File: config.mk
export PLATFORM = sky130hd
export DESIGN_NAME = ctrl_decode_stage
export DESIGN_NICKNAME = d
export VERILOG_FILES = /design/src/rtl/ctrl_decode_stage.sv
export SDC_FILE = /design/constraint.sdc
export NUM_CORES = 1
export LEC_CHECK = 0
export CORE_MARGIN = 2
export CORE_UTILIZATION = 44
export CTS_BUF_LIST = sky130_fd_sc_hd__clkbuf_8
export CTS_CLUSTER_DIAMETER = 60
export DETAILED_ROUTE_END_ITERATION = 16
export PLACE_DENSITY = 0.84
export SETUP_SLACK_MARGIN = 0.2
export SYNTH_ARGS = -nofsm -noshare
export SYNTH_HDL_FRONTEND = slang
export SYNTH_SLANG_ARGS = --single-unit
File: constraint.sdc
create_clock -name clk -period 2.79 [get_ports clk]
set_input_delay 0.558 -clock clk [delete_from_list [all_inputs] [get_ports clk]]
set_output_delay 0.558 -clock clk [all_outputs]
set_load 0.01 [all_outputs]
File: src/rtl/ctrl_decode_stage.sv
// ctrl_decode_stage: registered MIPS control decode with stall/flush, load-use bubbles and byte-lane masks
module ctrl_decode_stage #(
  parameter int DATA_W  = 32,
  parameter int REG_AW  = 5,
  parameter int ALU_W   = 4,
  parameter int SHAMT_W = 5,
  parameter int CNT_W   = 8,
  localparam int MB     = DATA_W / 8
) (
  input  logic               clk,
  input  logic               rst,
  input  logic               in_valid,
  input  logic [31:0]        instr,
  input  logic               stall_in,
  input  logic               flush,
  input  logic               ex_mem_read,
  input  logic [REG_AW-1:0]  ex_rt,
  output logic               stall_out,
  output logic               out_valid,
  output logic               reg_write,
  output logic               mem_to_reg,
  output logic               mem_write,
  output logic               branch,
  output logic               branch_ne,
  output logic               reg_dst,
  output logic               illegal,
  output logic [ALU_W-1:0]   alu_control,
  output logic [1:0]         alu_src,
  output logic [SHAMT_W-1:0] shamt,
  output logic [MB-1:0]      mem_read_mask,
  output logic [MB-1:0]      mem_write_mask,
  output logic [REG_AW-1:0]  rs_q,
  output logic [REG_AW-1:0]  rt_q,
  output logic [REG_AW-1:0]  rd_q,
  output logic [CNT_W-1:0]   illegal_count
);
  typedef struct packed {
    logic               valid;
    logic               reg_write;
    logic               mem_to_reg;
    logic               mem_write;
    logic               branch;
    logic               branch_ne;
    logic               reg_dst;
    logic               illegal;
    logic [ALU_W-1:0]   alu;
    logic [1:0]         src;
    logic [SHAMT_W-1:0] sh;
    logic [MB-1:0]      rmask;
    logic [MB-1:0]      wmask;
  } ctrl_t;
  localparam logic [ALU_W-1:0] ADD = ALU_W'(0), SUB = ALU_W'(1), AND = ALU_W'(2), OR = ALU_W'(3),
    XOR = ALU_W'(4), NOR = ALU_W'(5), SLL = ALU_W'(6), SRL = ALU_W'(7), SRA = ALU_W'(8), SLT = ALU_W'(9);
  logic [5:0] op, funct;
  logic [REG_AW-1:0] rs, rt, rd;
  logic haz, kill, load;
  ctrl_t d, q;
  assign op    = instr[31:26];
  assign funct = instr[5:0];
  assign rs    = REG_AW'(instr[25:21]);
  assign rt    = REG_AW'(instr[20:16]);
  assign rd    = REG_AW'(instr[15:11]);
  assign haz       = in_valid & ex_mem_read & (ex_rt != '0) & ((ex_rt == rs) | (ex_rt == rt));
  assign stall_out = stall_in | (haz & ~flush);
  assign kill      = flush | haz;
  assign load      = flush | ~stall_in;
  always_comb begin
    d = '0;
    d.valid = 1'b1;
    case (op)
      6'b000000: begin
        d.reg_write = 1'b1;
        d.reg_dst   = 1'b1;
        case (funct)
          6'b100000: d.alu = ADD;
          6'b100010: d.alu = SUB;
          6'b100100: d.alu = AND;
          6'b100101: d.alu = OR;
          6'b100110: d.alu = XOR;
          6'b100111: d.alu = NOR;
          6'b101010: d.alu = SLT;
          6'b000000: d.alu = SLL;
          6'b000010: d.alu = SRL;
          6'b000011: d.alu = SRA;
          6'b000100: d.alu = SLL;
          6'b000110: d.alu = SRL;
          6'b000111: d.alu = SRA;
          default:   d = '{valid: 1'b1, illegal: 1'b1, default: '0};
        endcase
        // immediate shifts take their amount from the sh field
        if (!d.illegal && (funct == 6'b000000 || funct == 6'b000010 || funct == 6'b000011)) begin
          d.src = 2'b10;
          d.sh  = SHAMT_W'(instr[10:6]);
        end
      end
      6'b001000, 6'b001010, 6'b001100, 6'b001101, 6'b001110: begin
        d.reg_write = 1'b1;
        d.src       = 2'b01;
        d.alu       = op == 6'b001010 ? SLT : op == 6'b001100 ? AND : op == 6'b001101 ? OR :
                      op == 6'b001110 ? XOR : ADD;
      end
      6'b001111: begin
        d.reg_write = 1'b1;
        d.src       = 2'b01;
        d.alu       = SLL;
        d.sh        = SHAMT_W'(16);
      end
      6'b100011, 6'b100111, 6'b100000, 6'b100100, 6'b100001, 6'b100101: begin
        d.reg_write  = 1'b1;
        d.mem_to_reg = 1'b1;
        d.src        = 2'b01;
        d.rmask      = op[1] ? '1 : op[0] ? MB'(3) : MB'(1);
      end
      6'b101011, 6'b101000, 6'b101001: begin
        d.mem_write = 1'b1;
        d.src       = 2'b01;
        d.wmask     = op[1] ? '1 : op[0] ? MB'(3) : MB'(1);
      end
      6'b000100, 6'b000101: begin
        d.branch    = 1'b1;
        d.branch_ne = op[0];
        d.alu       = SUB;
      end
      default: d = '{valid: 1'b1, illegal: 1'b1, default: '0};
    endcase
    if (!in_valid) d = '0;
  end
  always_ff @(posedge clk) begin
    if (rst) begin
      q             <= '0;
      rs_q          <= '0;
      rt_q          <= '0;
      rd_q          <= '0;
      illegal_count <= '0;
    end else if (load) begin
      q    <= kill ? '0 : d;
      rs_q <= rs;
      rt_q <= rt;
      rd_q <= rd;
      if (!kill && d.illegal && illegal_count != '1) illegal_count <= illegal_count + 1'b1;
    end
  end
  assign out_valid      = q.valid;
  assign reg_write      = q.reg_write;
  assign mem_to_reg     = q.mem_to_reg;
  assign mem_write      = q.mem_write;
  assign branch         = q.branch;
  assign branch_ne      = q.branch_ne;
  assign reg_dst        = q.reg_dst;
  assign illegal        = q.illegal;
  assign alu_control    = q.alu;
  assign alu_src        = q.src;
  assign shamt          = q.sh;
  assign mem_read_mask  = q.rmask;
  assign mem_write_mask = q.wmask;
endmodule

# Yosys cells after proc, flatten, opt, wreduce, memory -nomap -nowiden

Index checks and enable logic that the tools add are counted.

Flip-flop bits (word level): 50
Input port bits: 43
Output and inout port bits: 51

Add/sub/neg operators: 1
Equal/unequal tests: 32
Multiplexer cells: 23
Bitwise operators: 10
Reduce and logical (&&, ||, !) cells: 22

Operator list:

| operator                                                               | count |
|---|---|
| 6-bit equality test (second input constant)                            | 16 |
| 27-bit two-way mux                                                     | 2 |
| 6-bit by 4-bit equality test with 1-bit output (second input constant) | 6 |
| 4-bit case mux with 9 select lines                                     | 1 |
| 6-bit by 3-bit equality test with 1-bit output (second input constant) | 5 |
| 17-bit OR reduction                                                    | 1 |
| 4-bit two-way mux                                                      | 4 |
| 4-bit case mux with 4 select lines                                     | 1 |
| 15-bit OR reduction                                                    | 1 |
| 7-bit two-way mux                                                      | 2 |
| 13-bit OR reduction                                                    | 1 |
| 6-bit by 2-bit equality test with 1-bit output (second input constant) | 2 |
| 6-bit zero test                                                        | 2 |
| 2-bit case mux with 2 select lines                                     | 3 |
| 12-bit OR reduction                                                    | 1 |
| 5-bit equality test                                                    | 2 |
| 5-bit case mux with 2 select lines                                     | 1 |
| 3-bit two-way mux                                                      | 3 |
| 8-bit by 1-bit adder with 8-bit output (second input constant)         | 1 |
| 8-bit two-way mux                                                      | 1 |
| 8-bit != test (second input constant)                                  | 1 |
| 2-bit OR reduction                                                     | 4 |
| 1-bit case mux with 2 select lines                                     | 3 |
| 6-bit OR reduction                                                     | 1 |
| 12 further kinds                                                       | 23 |

# Depth between registers and ports, before layout

Gate-level depths: netlist (run 1).

Depth in word-level cells: 12
Mapped depth: 8
Depth with buffers taken out: 6

# Least setup slack after synthesis (run 1)

No wires, ideal clock.

Path type: input to output
Start: input ex_rt[1]
End: output stall_out
Arrival time: 1813 ps
Required time: 2232 ps
Path slack: 419 ps
Cell stages on the path: 6
Path through: or4_1 -> o211ai_2 -> a21oi_2 -> buf_6 -> clkbuf_1 -> a21o_1

Cells in the longest elaborated chain, start to end: 5
Elaborated cells between the ends (all ways): 8

Ends and longest elaborated chain:

| item                                                      | RTL line | RTL |
|---|---|---|
| start: declaration                                        | 17       | `input logic [REG_AW-1:0] ex_rt,` |
| 5-bit equality test or 5-bit nonzero test (tied branches) | 63       | `assign haz = in_valid & ex_mem_read & (ex_rt != '0) & ((ex_rt == rs) \| (ex_rt == rt));` |
| 1-bit bitwise OR or 1-bit bitwise AND (tied branches)     | 63       |  |
| 1-bit bitwise AND (*)                                     | 63       |  |
| 1-bit bitwise AND (*)                                     | 64       | `assign stall_out = stall_in \| (haz & ~flush);` |
| 1-bit bitwise OR (*)                                      | 64       |  |
| end: declaration                                          | 18       | `output logic stall_out,` |

Mark *: on every way between the ends. The rest lies on a longest branch, timed or not.

# Worst setup path in the final report (run 1)

Start: input ex_rt[0]
End: output stall_out

The elaborated chain is that of the path after synthesis.

==> results of run 1 <==
[cell usage in the layout (no fill, tap or decap), types with 3 or more instances in the layout]
cell type | netlist | final
o21ai_0 | 12 | 12
a32o_1 | 9 | 9
dfxtp_1 | 46 | 46
nor2_1 | 10 | 10
clkbuf_8 | 0 | 6
clkdlybuf4s50_1 | 0 | 88
nand3_1 | 10 | 10
inv_1 | 9 | 9
o211ai_1 | 3 | 3
dlygate4sd2_1 | 0 | 3
o31ai_1 | 6 | 6
buf_4 | 4 | 22
a22o_1 | 3 | 3
or4_1 | 8 | 8
xor2_1 | 6 | 6
nand2b_1 | 5 | 5
nand2_1 | 47 | 47
xnor2_1 | 4 | 4
a21oi_1 | 27 | 27
[sequential cells by signal, summed over array words and instances, names as in the netlist]
name	cells
illegal_count	8
rd_q	5
rs_q	5
rt_q	5
shamt	5
alu_control	4
mem_read_mask	3
mem_write_mask	3
alu_src	2
branch	1
branch_ne	1
illegal	1
out_valid	1
reg_dst	1
reg_write	1
[area by class of cell]
type | instances | area (µm²)
clock buffers | 6 | 82.6
clock inverters | 2 | 60.1
fillers | 411 | 1530
inverters | 10 | 37.5
multi-input cells | 194 | 1200
flip-flops and latches | 46 | 921
well taps | 70 | 87.6
repair buffers | 115 | 1090
[metal layers]
metal / part of all wire / up-vias / GRT usage
met5: 0 / - / 0
met4: 0.014 / 0 / 0.0702
met3: 0.048 / 11 / 0.0489
met2: 0.52 / 60 / 0.384
met1: 0.42 / 1115 / 0.274
li1: - / 1175 / -
[critical path, stage by stage]
cell	delay (ns)
clkdlybuf4s50_1	0.47
xor2_1	0.18
nor3_2	0.19
nand3_1	0.11
a21oi_2	0.17
a21o_1	0.13
buf_2	0.13
[stage by stage]
stage	power (mW)	utilization	hold WS (ns)	setup TNS (ns)	std cells
floorplan	0.798	-	0.473	0	269
detailed placement	0.949	0.665	0.444	-0.501	435
global placement	0.944	0.665	0.438	-0.258	435
global route	1.59	0.694	0.469	0	443
CTS	1.55	0.692	0.455	0	443
finish	1.54	0.694	0.451	0	443
[path summary, 6_finish.rpt]
path	startpoint	to	slack (ns)	depth (start not counted)
setup / recovery	ex_rt[0]	stall_out	0.30	7
hold / removal	rs_q[2]	rs_q[2]	0.45	2
setup reg to reg	illegal_count[0]	illegal_count[5]	0.79	5
hold reg to reg	rs_q[2]	rs_q[2]	0.45	2
[repair_timing]
item,in CTS,in global routing
hold endpoints to repair,0,0
gates resized for setup,7,3
hold buffers,0,0
pin swaps,2,0
buffers inserted,0,0
endpoints found under the setup margin,2,3
[logic make-up (layout without fill, tap and decap cells)]
| family | Yosys count | after routing |
|---|---|---|
| flip-flops | 46 | 46 |
| XOR/XNOR | 10 | 10 |
| buffers and inverters | 29 | 133 |
| AND/OR/NAND/NOR | 105 | 105 |
| AO/OA/AOI/OAI | 78 | 78 |
| adder cells (fa/ha/maj) | 1 | 1 |
[power groups by stage]
stage	clock network (mW)	logic (mW)	registers, mW
after floorplan	0	0.0928	0.706
after global placement	0	0.246	0.697
after detailed placement	0	0.251	0.698
after CTS	0.613	0.251	0.683
after global routing	0.635	0.275	0.685
final	0.602	0.253	0.683
==> impl_results.md, run 1 <==
* Largest net degree at the start of global routing at 22
* Clk pwr share at 0.391
* Via density at 5.33
* Max Cap Viol at 0
* Worst slew margin at 0.495
* Antenna violations before repair at 0
* Die Footprint at 5700 µm²
* Antenna cells at 0
* WP data required at ~2.2 ns
* Overall Global Routing Usage at 0.221
* HP Class: flop to flop
* Seq/Total Area, Yosys at 0.410
* Root buf cell: clkbuf_8
* Placer Congestion at approximately 0.85
* RSZ-0062 raised after global routing: no
* VDD IR max at roughly 210 µV
* Buffers on Ports at a little over 90
* Vias in the first global route at between 2000 and 2500
* Status: finished clean
* Clock transition at the registers of the reported paths at 0.08 ns
* Initial Utilization at 0.449
* Final worst slack at ~0.30 ns
* Commonest cells post-synth: nand2_1 (47), dfxtp_1 (46), a21oi_1 (27)
* DIE HEIGHT at 75.5 µm
* P per Cell Area at about 440 nW/µm²
* Compound-Gate Fraction of Synth Area at 0.244
* Starting DRT DRC Count at roughly 140
* EDFF count, synth at 0
* Layout Skew at approximately 0.00082 ns
* DRT antenna net count at 0
* Top-area cell type share of the netlist area at 0.410
* Synthesis-to-layout area growth at 54.7%
* Pre-Repair DR Iteration Count at 4
* Clock tree buffer depth at 2
* Num ports at 94
* Yosys reg bits at 46
* Top cells by area, synth: dfxtp_1 (41%), nand2_1 (7.8%), a21oi_1 (6.0%)
* Clk_lat worst skew at 0.30 ns
* DR WL/cell at around 14 µm
* Fmax at between 400 and 500 MHz
* Final Hold Fails at 0
* Layout cells sized above 1 at 0.129
* Synth area leader: dfxtp_1
* Int Pwr at between 1 and 1.5 mW
* Syn Nets at 313
* Critical Path Source Type: input port
* Main combinational cell family by area after synthesis: compound AO/OA/AOI/OAI gates
* Design area at 3480 µm²
* Synth Area in Simple Gates at 0.240
* Sw Pwr at roughly 0.35 mW
* CP Capture Type: primary output
* Sw Share at 0.226
* Top-count cell post-synth: nand2_1
* Placed Instance Area at between 3000 and 4000 µm²
* Comb power frac at 0.165
* Num rows at 26
* Final Cycle Share at 0.893
* Kind of critical path: input port to primary output
* Die width at between 70 and 80 µm
* Setup violators final at 0
* First-pass GRT wire length at ~9.7 mm
* Worst-Margin Slew at 0.754 ns
* DRC Markers at 0
* XOR/XNOR Fraction of Synth Area at 0.0390
* WL final at approximately 6.3 mm
* Sequential share of power at 0.444
* Synth Instances at between 200 and 300
* Worst-path fanout max at 3
* Mapped Area at 2250 µm²
* Synthesized area per cell at between 8 and 9 µm²
* Ys flop type: dfxtp_1
* Pre-CTS setup slack at -0.214 ns
* CORE AREA at about 5000 µm²
* Total CTS buffers at 5
* Post-synthesis mux area share at 0
* Adder-cell share of the synthesized area at 0.00556
* Async SR Flop Fraction at 0
* CTS Sinks at 46
* Grt total ovfl at 0
* Pleak at 1.28 nW
* Htree depth at 2
* # nets final at around 420
* DPL Wire Length at about 4.7 mm
* Arrival @ worst endpoint at ~1.9 ns
* Ys Warns at 0
* Via count at 2361
* Fin. max-slew vios at 0
* Period minus WS final at between 2 and 2.5 ns
* CTS tree: done
* Count of unique library cells instantiated by Yosys at 53
(Power assumes the default switching activity.)
==> run 2, diff against run 1 <==
--- a/config.mk
+++ b/config.mk
@@ -5,7 +5,6 @@
 export SDC_FILE = /design/constraint.sdc
 export NUM_CORES = 1
 export LEC_CHECK = 0
-export CORE_MARGIN = 2
 export CORE_UTILIZATION = 44
 export CTS_BUF_LIST = sky130_fd_sc_hd__clkbuf_8
 export CTS_CLUSTER_DIAMETER = 60
==> impl_results.md, run 2 (synthesis gave the netlist of run 1 again) <==
* Antenna cells at 0 (unchanged)
* HP Class: flop to flop
* # nets final at 424 (+1.9%)
* WP data required at 3.03 ns (+0.80 ns)
* R2r setup slk at 0.73 ns (-0.06 ns)
* Layout Skew at 0.00213 ns (+0.00131 ns)
* Kind of critical path: input port to flop
* Synthesis-to-layout area growth at 55.7%
* Via density at 5.40 (+1.4%)
* CP Capture Type: flop
* Largest Register: illegal_count
* Fin util at 0.727 (+0.0324)
* Pre-CTS setup slack at -0.232 ns (-0.0177 ns)
* Final Cycle Share at 0.886 (-0.00748)
* Setup violators final at 0 (unchanged)
* CTS tree: done
* Grt total ovfl at 0 (unchanged)
* VDD IR max at 255 µV (+20%)
* Placer Congestion at 0.883 (+3.7%)
* Num rows at 25 (-3.8%)
* Most common cell after layout, fill and taps aside: clkdlybuf4s50_1
* Htree depth at 2 (unchanged)
* Root buf cell: clkbuf_8
* Clock tree buffer depth at 2 (unchanged)
* Fin. max-slew vios at 0 (unchanged)
* WL final at 6.39 mm (+2.3%)
* Layout cells sized above 1 at 0.144 (+0.0157)
* Clock transition at the registers of the reported paths at 0.09 ns (about the same)
* First-pass GRT wire length at 10.1 mm (+4.5%)
* Worst reg2reg path depth at 5 (unchanged)
* Die Footprint at 5400 µm² (-5.2%)
* Via count at 2420 (+2.5%)
* Arrival @ worst endpoint at 2.72 ns (+0.79 ns)
* Final Hold Fails at 0 (unchanged)
* Vias in the first global route at 2222 (+2.5%)
* Largest net degree at the start of global routing at 22 (unchanged)
* Worst r2r src: illegal_count[0]
* Final worst slack at 0.318 ns (+0.0209 ns)
* Initial Utilization at 0.467 (+0.0180)
* Antenna violations before repair at 0 (unchanged)
* R2R Path End: illegal_count[5]
* Pleak at 1.31 nW (+2.8%)
* DR WL/cell at 14.3 µm (+1.1%)
* Worst-Margin Slew at 0.440 ns (-0.314 ns)
* Worst-path fanout max at 20 (+17)
* Overall Global Routing Usage at 0.241 (+0.0193)
* RSZ-0062 raised after global routing: no
* Most frequent cells in the layout: clkdlybuf4s50_1 (83), nand2_1 (47), dfxtp_1 (46)
* CORE AREA at 4820 µm² (-3.8%)
* CTS Sinks at 46 (unchanged)
* Max Cap Viol at 0 (unchanged)
* Fmax at 405 MHz (+0.84%)
* Largest register FFs at 8 (unchanged)
* DRC Markers at 0 (unchanged)
* Total CTS buffers at 5 (unchanged)
* Die width at 73.5 µm (-2.6%)
* P per Cell Area at 417 nW/µm² (-5.6%)
* Buffers on Ports at 93 (unchanged)
* Pre-Repair DR Iteration Count at 4 (unchanged)
* DPL Wire Length at 4.78 mm (+2.7%)
* DIE HEIGHT at 73.5 µm (-2.6%)
* DRT antenna net count at 0 (unchanged)
* Period minus WS final at 2.47 ns (-0.0209 ns)
* Crit path capture: alu_control[0]
* Num ports at 94 (unchanged)
* Worst slew margin at 0.706 (+0.211)
* Critical Path Source Type: input port
* Status: finished clean
* Clk_lat worst skew at 0.31 ns (about the same)
* Worst setup path start: ex_rt[1]
* Starting DRT DRC Count at 107 (-26%)
-- run 2: how the worst min path moves through the flow --
stage,slack [ns],depth (start not counted),to,from
5_1_grt,0.47,2,rt_q[1],rt_q[1]
3_5_place_dp,0.44,2,rs_q[4],rs_q[4]
3_3_place_gp,0.44,2,rd_q[1],rd_q[1]
4_1_cts,0.45,2,rs_q[4],rs_q[4]
6_report,0.45,2,rs_q[0],rs_q[0]
2_1_floorplan,0.47,2,shamt[4],shamt[4]
-- run 2: per-layer routing --
layer	part of all wire	global-route usage
met1	0.43	0.304
met2	0.49	0.398
met3	0.050	0.0466
met4	0.025	0.105
met5	0	0
-- run 2: repair_timing --
action | CTS | global route
hold buffers | 0 | 0
gates resized for setup | 11 | 3
setup endpoints to repair | 1 | 1
buffers inserted | 1 | 0
pin swaps | 4 | 6
-- run 2: worst max-delay path, cell delays in order --
cell,delay (ns)
dlygate4sd2_1,0.27
or4_4,0.54
o211ai_2,0.19
a21oi_2,0.06
buf_4,0.13
buf_4,0.19
or3_1,0.46
buf_4,0.18
o21ai_0,0.15
-- run 2: layout make-up --
type	instances	area (µm²)
Clock buffer	5	68.8
Clock inverter	3	48.8
Fill cell	405	1320
Inverter	10	37.5
Multi-Input combinational cell	194	1190
Sequential cell	46	921
Tap cell	67	83.8
Timing Repair Buffer	123	1150
-- run 2: stage by stage --
step	hold slack, ns	cell area (µm²)	total power, mW	setup TNS (ns)	cells
floorplan	0.473	2250	0.798	0	269
CTS	0.455	3500	1.47	0	448
global placement	0.437	3380	0.950	-0.269	439
global route	0.469	3500	1.52	0	448
detailed placement	0.442	3380	0.956	-0.468	439
finish	0.451	3500	1.46	0	448
-- run 2: power breakdown --
part	leakage [nW]	switching [mW]	internal, mW	total [mW]
Combinational	0.881	0.119	0.138	0.257
Sequential	0.375	0.00944	0.673	0.683
Clock	0.0563	0.248	0.273	0.520
==> run 3, diff against run 2 <==
--- a/config.mk
+++ b/config.mk
@@ -14,3 +14,4 @@
 export SYNTH_ARGS = -nofsm -noshare
 export SYNTH_HDL_FRONTEND = slang
 export SYNTH_SLANG_ARGS = --single-unit
+export TNS_END_PERCENT = 20
==> results of run 3 <==
No change in the layout: final DEF, timing and power equal those of run 2.
